[src/rtl/shift_reg_ctrl_pkg.sv]
// rtl/shift_reg_ctrl_pkg.sv - shared state encoding and bit-order constants for shift_reg_ctrl
package shift_reg_ctrl_pkg;

  typedef enum logic [1:0] {
    IDLE  = 2'b00,
    SHIFT = 2'b01,
    PAR   = 2'b10,
    DONE  = 2'b11
  } state_t;

  localparam int ORDER_MSB_FIRST = 0;
  localparam int ORDER_LSB_FIRST = 1;

endpackage

[src/rtl/shift_reg_core.sv]
// rtl/shift_reg_core.sv - loadable zero-fill shift register with serial output
module shift_reg_core
  import shift_reg_ctrl_pkg::*;
#(
  parameter int W         = 8,
  parameter int LSB_FIRST = ORDER_MSB_FIRST
) (
  input  logic         clk,
  input  logic         r,
  input  logic         load,
  input  logic         shift_en,
  input  logic [W-1:0] din,
  output logic         sout
);

  logic [W-1:0] q;

  always_ff @(posedge clk) begin
    if (r) begin
      q <= '0;
    end else if (load) begin
      q <= din;
    end else if (shift_en) begin
      if (LSB_FIRST == ORDER_LSB_FIRST) q <= {1'b0, q[W-1:1]};
      else                              q <= {q[W-2:0], 1'b0};
    end
  end

  assign sout = (LSB_FIRST == ORDER_LSB_FIRST) ? q[0] : q[W-1];

endmodule

[src/rtl/shift_reg_ctrl.sv]
// rtl/shift_reg_ctrl.sv - parallel-to-serial transmit controller with stall and done pulse
// Optional trailing even-parity bit when SHIFT_REG_CTRL_PARITY_EN is defined.
module shift_reg_ctrl
  import shift_reg_ctrl_pkg::*;
#(
  parameter int  W         = 8,
  parameter int  LSB_FIRST = ORDER_MSB_FIRST,
  localparam int CW        = $clog2(W)
) (
  input  logic         clk,
  input  logic         r,
  input  logic         start,
  input  logic [W-1:0] din,
  input  logic         stall,
  output logic         ready,
  output logic         busy,
  output logic         sout,
  output logic         sout_valid,
  output logic         done
);

  state_t        state;
  logic [CW-1:0] cnt;
  logic          load;
  logic          shift_en;
  logic          core_sout;
  logic          par_bit;

  assign load     = (state == IDLE) && start;
  assign shift_en = (state == SHIFT) && !stall;

  always_ff @(posedge clk) begin
    if (r) begin
      state <= IDLE;
      cnt   <= '0;
    end else begin
      case (state)
        IDLE: begin
          if (start) begin
            cnt   <= CW'(W - 1);
            state <= SHIFT;
          end
        end
        SHIFT: begin
          if (!stall) begin
            if (cnt == '0) begin
`ifdef SHIFT_REG_CTRL_PARITY_EN
              state <= PAR;
`else
              state <= DONE;
`endif
            end else begin
              cnt <= cnt - 1'b1;
            end
          end
        end
`ifdef SHIFT_REG_CTRL_PARITY_EN
        PAR:     if (!stall) state <= DONE;
`endif
        DONE:    state <= IDLE;
        default: state <= IDLE;
      endcase
    end
  end

`ifdef SHIFT_REG_CTRL_PARITY_EN
  // Parity is captured from din at load, independent of what the shifter holds later.
  logic par_q;
  always_ff @(posedge clk) begin
    if (r)         par_q <= 1'b0;
    else if (load) par_q <= ^din;
  end
  assign par_bit = par_q;
`else
  assign par_bit = 1'b0;
`endif

  shift_reg_core #(.W(W), .LSB_FIRST(LSB_FIRST)) u_core (
    .clk      (clk),
    .r        (r),
    .load     (load),
    .shift_en (shift_en),
    .din      (din),
    .sout     (core_sout)
  );

  assign ready      = (state == IDLE);
  assign busy       = (state != IDLE);
  assign done       = (state == DONE);
  assign sout_valid = ((state == SHIFT) || (state == PAR)) && !stall;
  assign sout       = (state == SHIFT) ? core_sout :
                      (state == PAR)   ? par_bit   : 1'b0;

endmodule

[config.mk]
export PLATFORM = sky130hd
export DESIGN_NAME = shift_reg_ctrl
export DESIGN_NICKNAME = d
export VERILOG_FILES = /design/src/rtl/shift_reg_ctrl_pkg.sv /design/src/rtl/shift_reg_core.sv /design/src/rtl/shift_reg_ctrl.sv
export SDC_FILE = /design/constraint.sdc
export NUM_CORES = 1
export LEC_CHECK = 0
export ABC_AREA = 1
export CAP_MARGIN = 20
export CORE_MARGIN = 2
export CORE_UTILIZATION = 35
export DETAILED_ROUTE_END_ITERATION = 8
export GPL_TIMING_DRIVEN = 0
export HOLD_SLACK_MARGIN = 0.02
export SYNTH_ARGS = -nofsm -noshare
export SYNTH_HDL_FRONTEND = slang
export SYNTH_HIERARCHICAL = 1
export SYNTH_SLANG_ARGS = --single-unit
[constraint.sdc]
create_clock -name clk -period 3.4 [get_ports clk]
set_input_delay 0.68 -clock clk [delete_from_list [all_inputs] [get_ports clk]]
set_output_delay 0.68 -clock clk [all_outputs]
set_load 0.005 [all_outputs]
Word-level counts from Yosys, hierarchy flattened

Cells that the tools add are included.

Register bits: 13
Input port bits: 12
Output and inout bits: 5
Logic and storage cells: 34

Add/sub/neg operators: 1
Eq/ne operators: 7
Muxes and demuxes: 11
Reductions and logical operators: 12

Operators by type and width:

| operator                                         | number |
|---|---|
| 2-to-1 mux 8 bit                                 | 2 |
| 2-to-1 mux 3 bit                                 | 3 |
| inequality test 2 bit, second input constant     | 4 |
| 2-to-1 mux 2 bit                                 | 3 |
| case mux 3 bit (2 select lines)                  | 1 |
| nonzero test 2 bit                               | 3 |
| == test 2 bit, second input constant             | 2 |
| case mux 2 bit (2 select lines)                  | 1 |
| AND reduction 4 bit                              | 1 |
| logical AND 1 bit                                | 3 |
| logical NOT 3 bit                                | 1 |
| AND reduction 3 bit                              | 1 |
| subtractor 3 x 1 -> 3 bit, second input constant | 1 |
| == test 2 x 1 -> 1 bit, second input constant    | 1 |
| logical NOT 2 bit                                | 1 |
| logical NOT 1 bit                                | 1 |
| logical OR 1 bit                                 | 1 |
| 2-to-1 mux 1 bit                                 | 1 |

Logic depth before layout (Yosys ltp)

Depth after elaboration: 4
Depth in mapped cells: 10
Mapped depth without buffers: 9

Cells and area by module

The synthesis kept the hierarchy.

By module, submodules not included:

| module         | times used | cells each | area an instance (um2) | seq. area each (um2) |
|---|---|---|---|---|
| shift_reg_ctrl | 1          | 60         | 402.9                  | 100.1 |
| shift_reg_core | 1          | 60         | 399.1                  | 160.2 |

Worst setup path after synthesis

Ideal clock, no wire load.

Path kind: reg-to-output
From: reg state[0]
To: out sout_valid
Arrival time: 0.810 ns
Required time: 2.720 ns
Setup slack: 1.910 ns
Cell stages (with the launch flop): 5
Path buffers: 0
Cell sequence: dfxtp_1 > inv_1 > ha_1 > inv_1 > nor2_1

Cells in the longest elaborated chain, start to end: 3
Elaborated cells on any way between the ends: 4
Classes of those cells: eq/ne: 2; reduce/logical: 2

Ends and longest elaborated chain:

| what                                                    | RTL line             | text |
|---|---|---|
| from (decl)                                             | shift_reg_ctrl.sv:22 | `state_t state;` |
| from (signal assigned)                                  | shift_reg_ctrl.sv:34 | `state <= IDLE;` |
| from (signal assigned)                                  | shift_reg_ctrl.sv:41 | `state <= SHIFT;` |
| from (signal assigned)                                  | shift_reg_ctrl.sv:50 | `state <= DONE;` |
| == test 2 x 1 -> 1 bit or == test 2 bit (tied branches) | --                   |  |
| logical OR 1 bit *                                      | shift_reg_ctrl.sv:90 | `assign sout_valid = ((state == SHIFT) \|\| (state == PAR)) && !stall;` |
| logical AND 1 bit *                                     | shift_reg_ctrl.sv:90 |  |
| to (decl)                                               | shift_reg_ctrl.sv:18 | `output logic sout_valid,` |

Every way passes the cells marked *; elsewhere a longest branch is shown, timed or not.

Final worst setup path

From: in stall
To: out sout_valid

Cells in the longest elaborated chain, start to end: 2

Ends and longest elaborated chain:

| what              | RTL line             | text |
|---|---|---|
| from (decl)       | shift_reg_ctrl.sv:14 | `input logic stall,` |
| logical NOT 1 bit | shift_reg_ctrl.sv:90 |  |
| logical AND 1 bit | shift_reg_ctrl.sv:90 |  |

No other way between the ends.

==> results.txt <==
* Flop and latch count out of synthesis: 13
- Based on the critical path, the design can be clocked at up to between 400 and 500 MHz.
- Delay of the slowest cell on the worst path: ~0.5 ns
- In the final design database the tool counted 159 nets.
- Cell leakage power: 0.525 nW
- Count of pins over their slew limit: 0
- In the synthesized netlist the async set-or-reset flop fraction comes to 0%.
- Cells along the critical path: clkdlybuf4s50_1 > nor2_1 > clkdlybuf4s50_1
* Most used standard cells in the synthesized netlist: nand2_1, inv_1, dfxtp_1, nand3_1, nor2_1
- Detailed-route DRC error count: 0
- In this run the mean area of a mapped cell was 6.68 sq um.
* Utilization of the core after routing: 46.7%
* Slowest CP cell: clkdlybuf4s50_1
- For the worst setup path, the data required time is 2.72 ns.
* Most repeated library cell on the critical path: clkdlybuf4s50_1
- The clock net in this run drives a total of 13 sinks.
- Number of vias per cell after detailed routing: 4.33
- Along the worst hold path, the cell count comes to 2.
- The final route contains 728 vias.
- Of the post-synthesis cell area, the dominant cell type holds 32.4%.
- Largest net degree at the start of global routing: 11
- The detail route stage leaves a number of antenna-violating nets equal to 0.
- During placement, the flow inserted port buffers numbering 16.
- Clock root buffer master: clkbuf_4
- Post-CTS Setup Repair Bufs: 0
- Routability-driven placement finished with a final weighted congestion of 0.720.
- For the worst flop-to-flop path, the logic depth is 10.
* Total negative setup slack: 0 ns
- Across the routed clock network, the largest skew measured is roughly 0.0011 ns.
- Headroom to the max-slew limit came out at 86.4%.
* Overall fraction of global-route tracks in use: 14.3%
- After routing the design area is about 0.0010 sq mm.
- The final critical path takes up 72.1% of the cycle.
- Sequential cell area fraction in the yosys report: 32.4%
- Number of library cell types mapped by synthesis: 16
- nand2_1 is the most common cell in the netlist.
- The worst setup path is captured at an output port.
- The flow ran to the end, and the final reports show no timing, DRC or antenna violations.
* Number of inserted diodes: 0
- Layout overhead on the synthesized area: 27.6%
- The detailed router put a total of 745 microns of wire on met1.
- Bufs and invs on worst path: 2
- The setup path with the least slack is of type input port to output port.
* Post-layout min period: 2.45 ns
- Drt total wl: 1.53 mm
- Netlist area before placement: 802 sq um
* TritonCTS clock tree: built
* Total power density per cell area: 818 mW/mm^2
- Per report_power, the sequential group accounts for 28.5% of the total.
- In this run the critical register-to-register path is captured at u_core/q[1].
- The internal power of the cells totals roughly 470 uW.
- Detailed route wirelength on metal2: 679 microns
- Worst reg2reg path startpoint: state[1]
* Y dimension of the die: 51.9 microns
- DRC violation total after the first TritonRoute iteration: 8
* Core Footprint: approximately 0.0022 sq mm
- By area the synthesized netlist is led by dfxtp_1, nand2_1, ha_1.
- Count of flip-flops with a built-in enable after synthesis: 0
- Summed over all nets, wire length on met3 after detailed routing comes to 68 microns.
* Top cell family by delay on the critical path: buffers and inverters
- Total count of hold-check failures in the final report: 0
- Leading area contributor after synthesis: dfxtp_1
- The clock reaches the later pin of the worst-skew pair after 0.28 ns.
* TritonCTS Buffers: 3
- Combinational logic burns 59.9% of the power.
* Highest Signal Layer: met4
- Post-detailed-placement cell area: 997 sq um
- Antenna violations before repair: 0
- Peak VDD IR: 0.488 mV
* Die width: 51.9 microns
- Summed over all layers, the global routing overflow is 0.
- Global-route wire length before repair: 2.78 mm
- The worst setup path is launched from an input port.
- For this design the total switching power over the nets is between 300 and 400 uW.
- Number of setup violations in the final report: 0
- The worst register-to-register path has a setup slack of 1.97 ns.
* Die area: around 0.0027 sq mm
* Number of resized instances in the post-cts repair step: 0
- Total power of the final layout: 838 uW
- Post-detail-place hpwl: 1.20 mm
- The most used flip-flop cell after synthesis is dfxtp_1.
* Top-level port count: 17
- YS warnings: 6
- Unrepaired setup endpoints after global routing: false
- Pre-Repair DR Iteration Count: 5
- # H-tree levels: 1
* Buffer levels on the longest clock path: 2
* Number of global-route vias before repair: roughly 670
- Hold WC Path Type: register to register
- The tool flagged a number of max-cap violations equal to 0.
* Starting density of the core: about 37%
* Startpoint of the tightest hold check path: u_core/q[4]
* Final Non-Filler Cells: 168
* Endpoint arrival time on the critical path: 1.77 ns
- Clk network pwr share: a little under an eighth
- Clock-pin slew of the registers on the worst-case setup and hold paths: 0.08 ns
- The number of nets handed over by synthesis was 138.
- The initialized floorplan defines 17 standard-cell rows.
* Fill cell count: 228
* Share of post-route cells with drive strength above 1: 10.0%
- The path with the worst hold slack has its endpoint at u_core/q[4].
- Of the total power, the share spent switching nets is between 40 and 50%.
- For the pin with the worst max-slew slack, the measured transition is about 0.20 ns.
* DR WL/cell: 9.10 microns
- Along the worst path, the maximum fanout reaches 3.
- Hold buffers post-CTS: 0
* Number of instances in the placed design: 164
- Post-synthesis cell count: 120
-- power groups by stage --
stage | combinational, mW | clock (mW) | sequential, mW
finish | 0.501 | 0.0973 | 0.239
floorplan | 0.369 | 0 | 0.235
global placement | 0.496 | 0 | 0.241
CTS | 0.506 | 0.100 | 0.239
global route | 0.576 | 0.108 | 0.249
detailed placement | 0.505 | 0 | 0.242
-- per-stage QoR --
| stage | setup slack [ns] | hold WS (ns) |
|---|---|---|
| 3_5_place_dp | 0.939 | 0.456 |
| 4_1_cts | 0.940 | 0.469 |
| 6_report | 0.950 | 0.470 |
| 3_3_place_gp | 0.959 | 0.452 |
| 2_1_floorplan | 1.91 | 0.433 |
| 5_1_grt | 0.879 | 0.489 |
-- worst max path at each step --
stage | from | endpoint | cells past startpoint
after floorplan | state[0] | sout_valid | 4
after global placement | stall | sout_valid | 3
after detailed placement | stall | sout_valid | 3
after CTS | stall | sout_valid | 3
after global routing | stall | sout_valid | 3
final | stall | sout_valid | 3
-- area by class of cell --
| cell class | instances | area [sq um] | share of cell area [%] |
|---|---|---|---|
| plain buffers | 2 | 18.8 | 1.83 |
| clock buffers | 4 | 26.3 | 2.57 |
| inverters | 22 | 82.6 | 8.07 |
| multi-input cells | 83 | 440 | 43.0 |
| flip-flops and latches | 13 | 260 | 25.4 |
| well taps | 28 | 35.0 | 3.42 |
| repair buffers | 16 | 160 | 15.6 |
-- metal layers --
layer,global-route usage (%),vias to the layer above
met4,9.21,0
met5,0,-
li1,-,403
met1,18.7,307
met2,20.7,14
met3,3.45,4
-- flip-flops by register name (all words and copies together), names as in the netlist --
register  flops
u_core/q      8
cnt           3
state         2
-- worst register-to-register path, stage by stage, from the launching register on --
cell,delay [ns]
dfxtp_1,0.35
inv_1,0.08
ha_1,0.25
inv_2,0.12
nor2_1,0.05
buf_4,0.17
nor2_8,0.13
nand2_1,0.06
nand3_1,0.06
nand2_1,0.05
inv_1,0.05
-- cells by family (layout without fill, tap and decap cells) --
logic type / count (synthesis) / in the layout / share of synthesized area (%)
AOI/OAI and AO/OA: 9 / 9 / 7.02
adders and majority gates: 6 / 6 / 9.36
buffers and inverters: 24 / 44 / 12.6
DFF: 13 / 13 / 32.4
and+or+nand+nor: 68 / 68 / 38.5
-- cells in the final DEF (no fill, tap or decap), drive strengths merged --
master / instances
ha: 6
nand3: 13
o21ai: 2
a21oi: 7
nor2: 13
nand2: 41
buf: 2
clkbuf: 4
inv: 22
dfxtp: 13
nand3b: 1
clkdlybuf4s50: 16
Note: power is estimated with default switching activity, not from simulation.
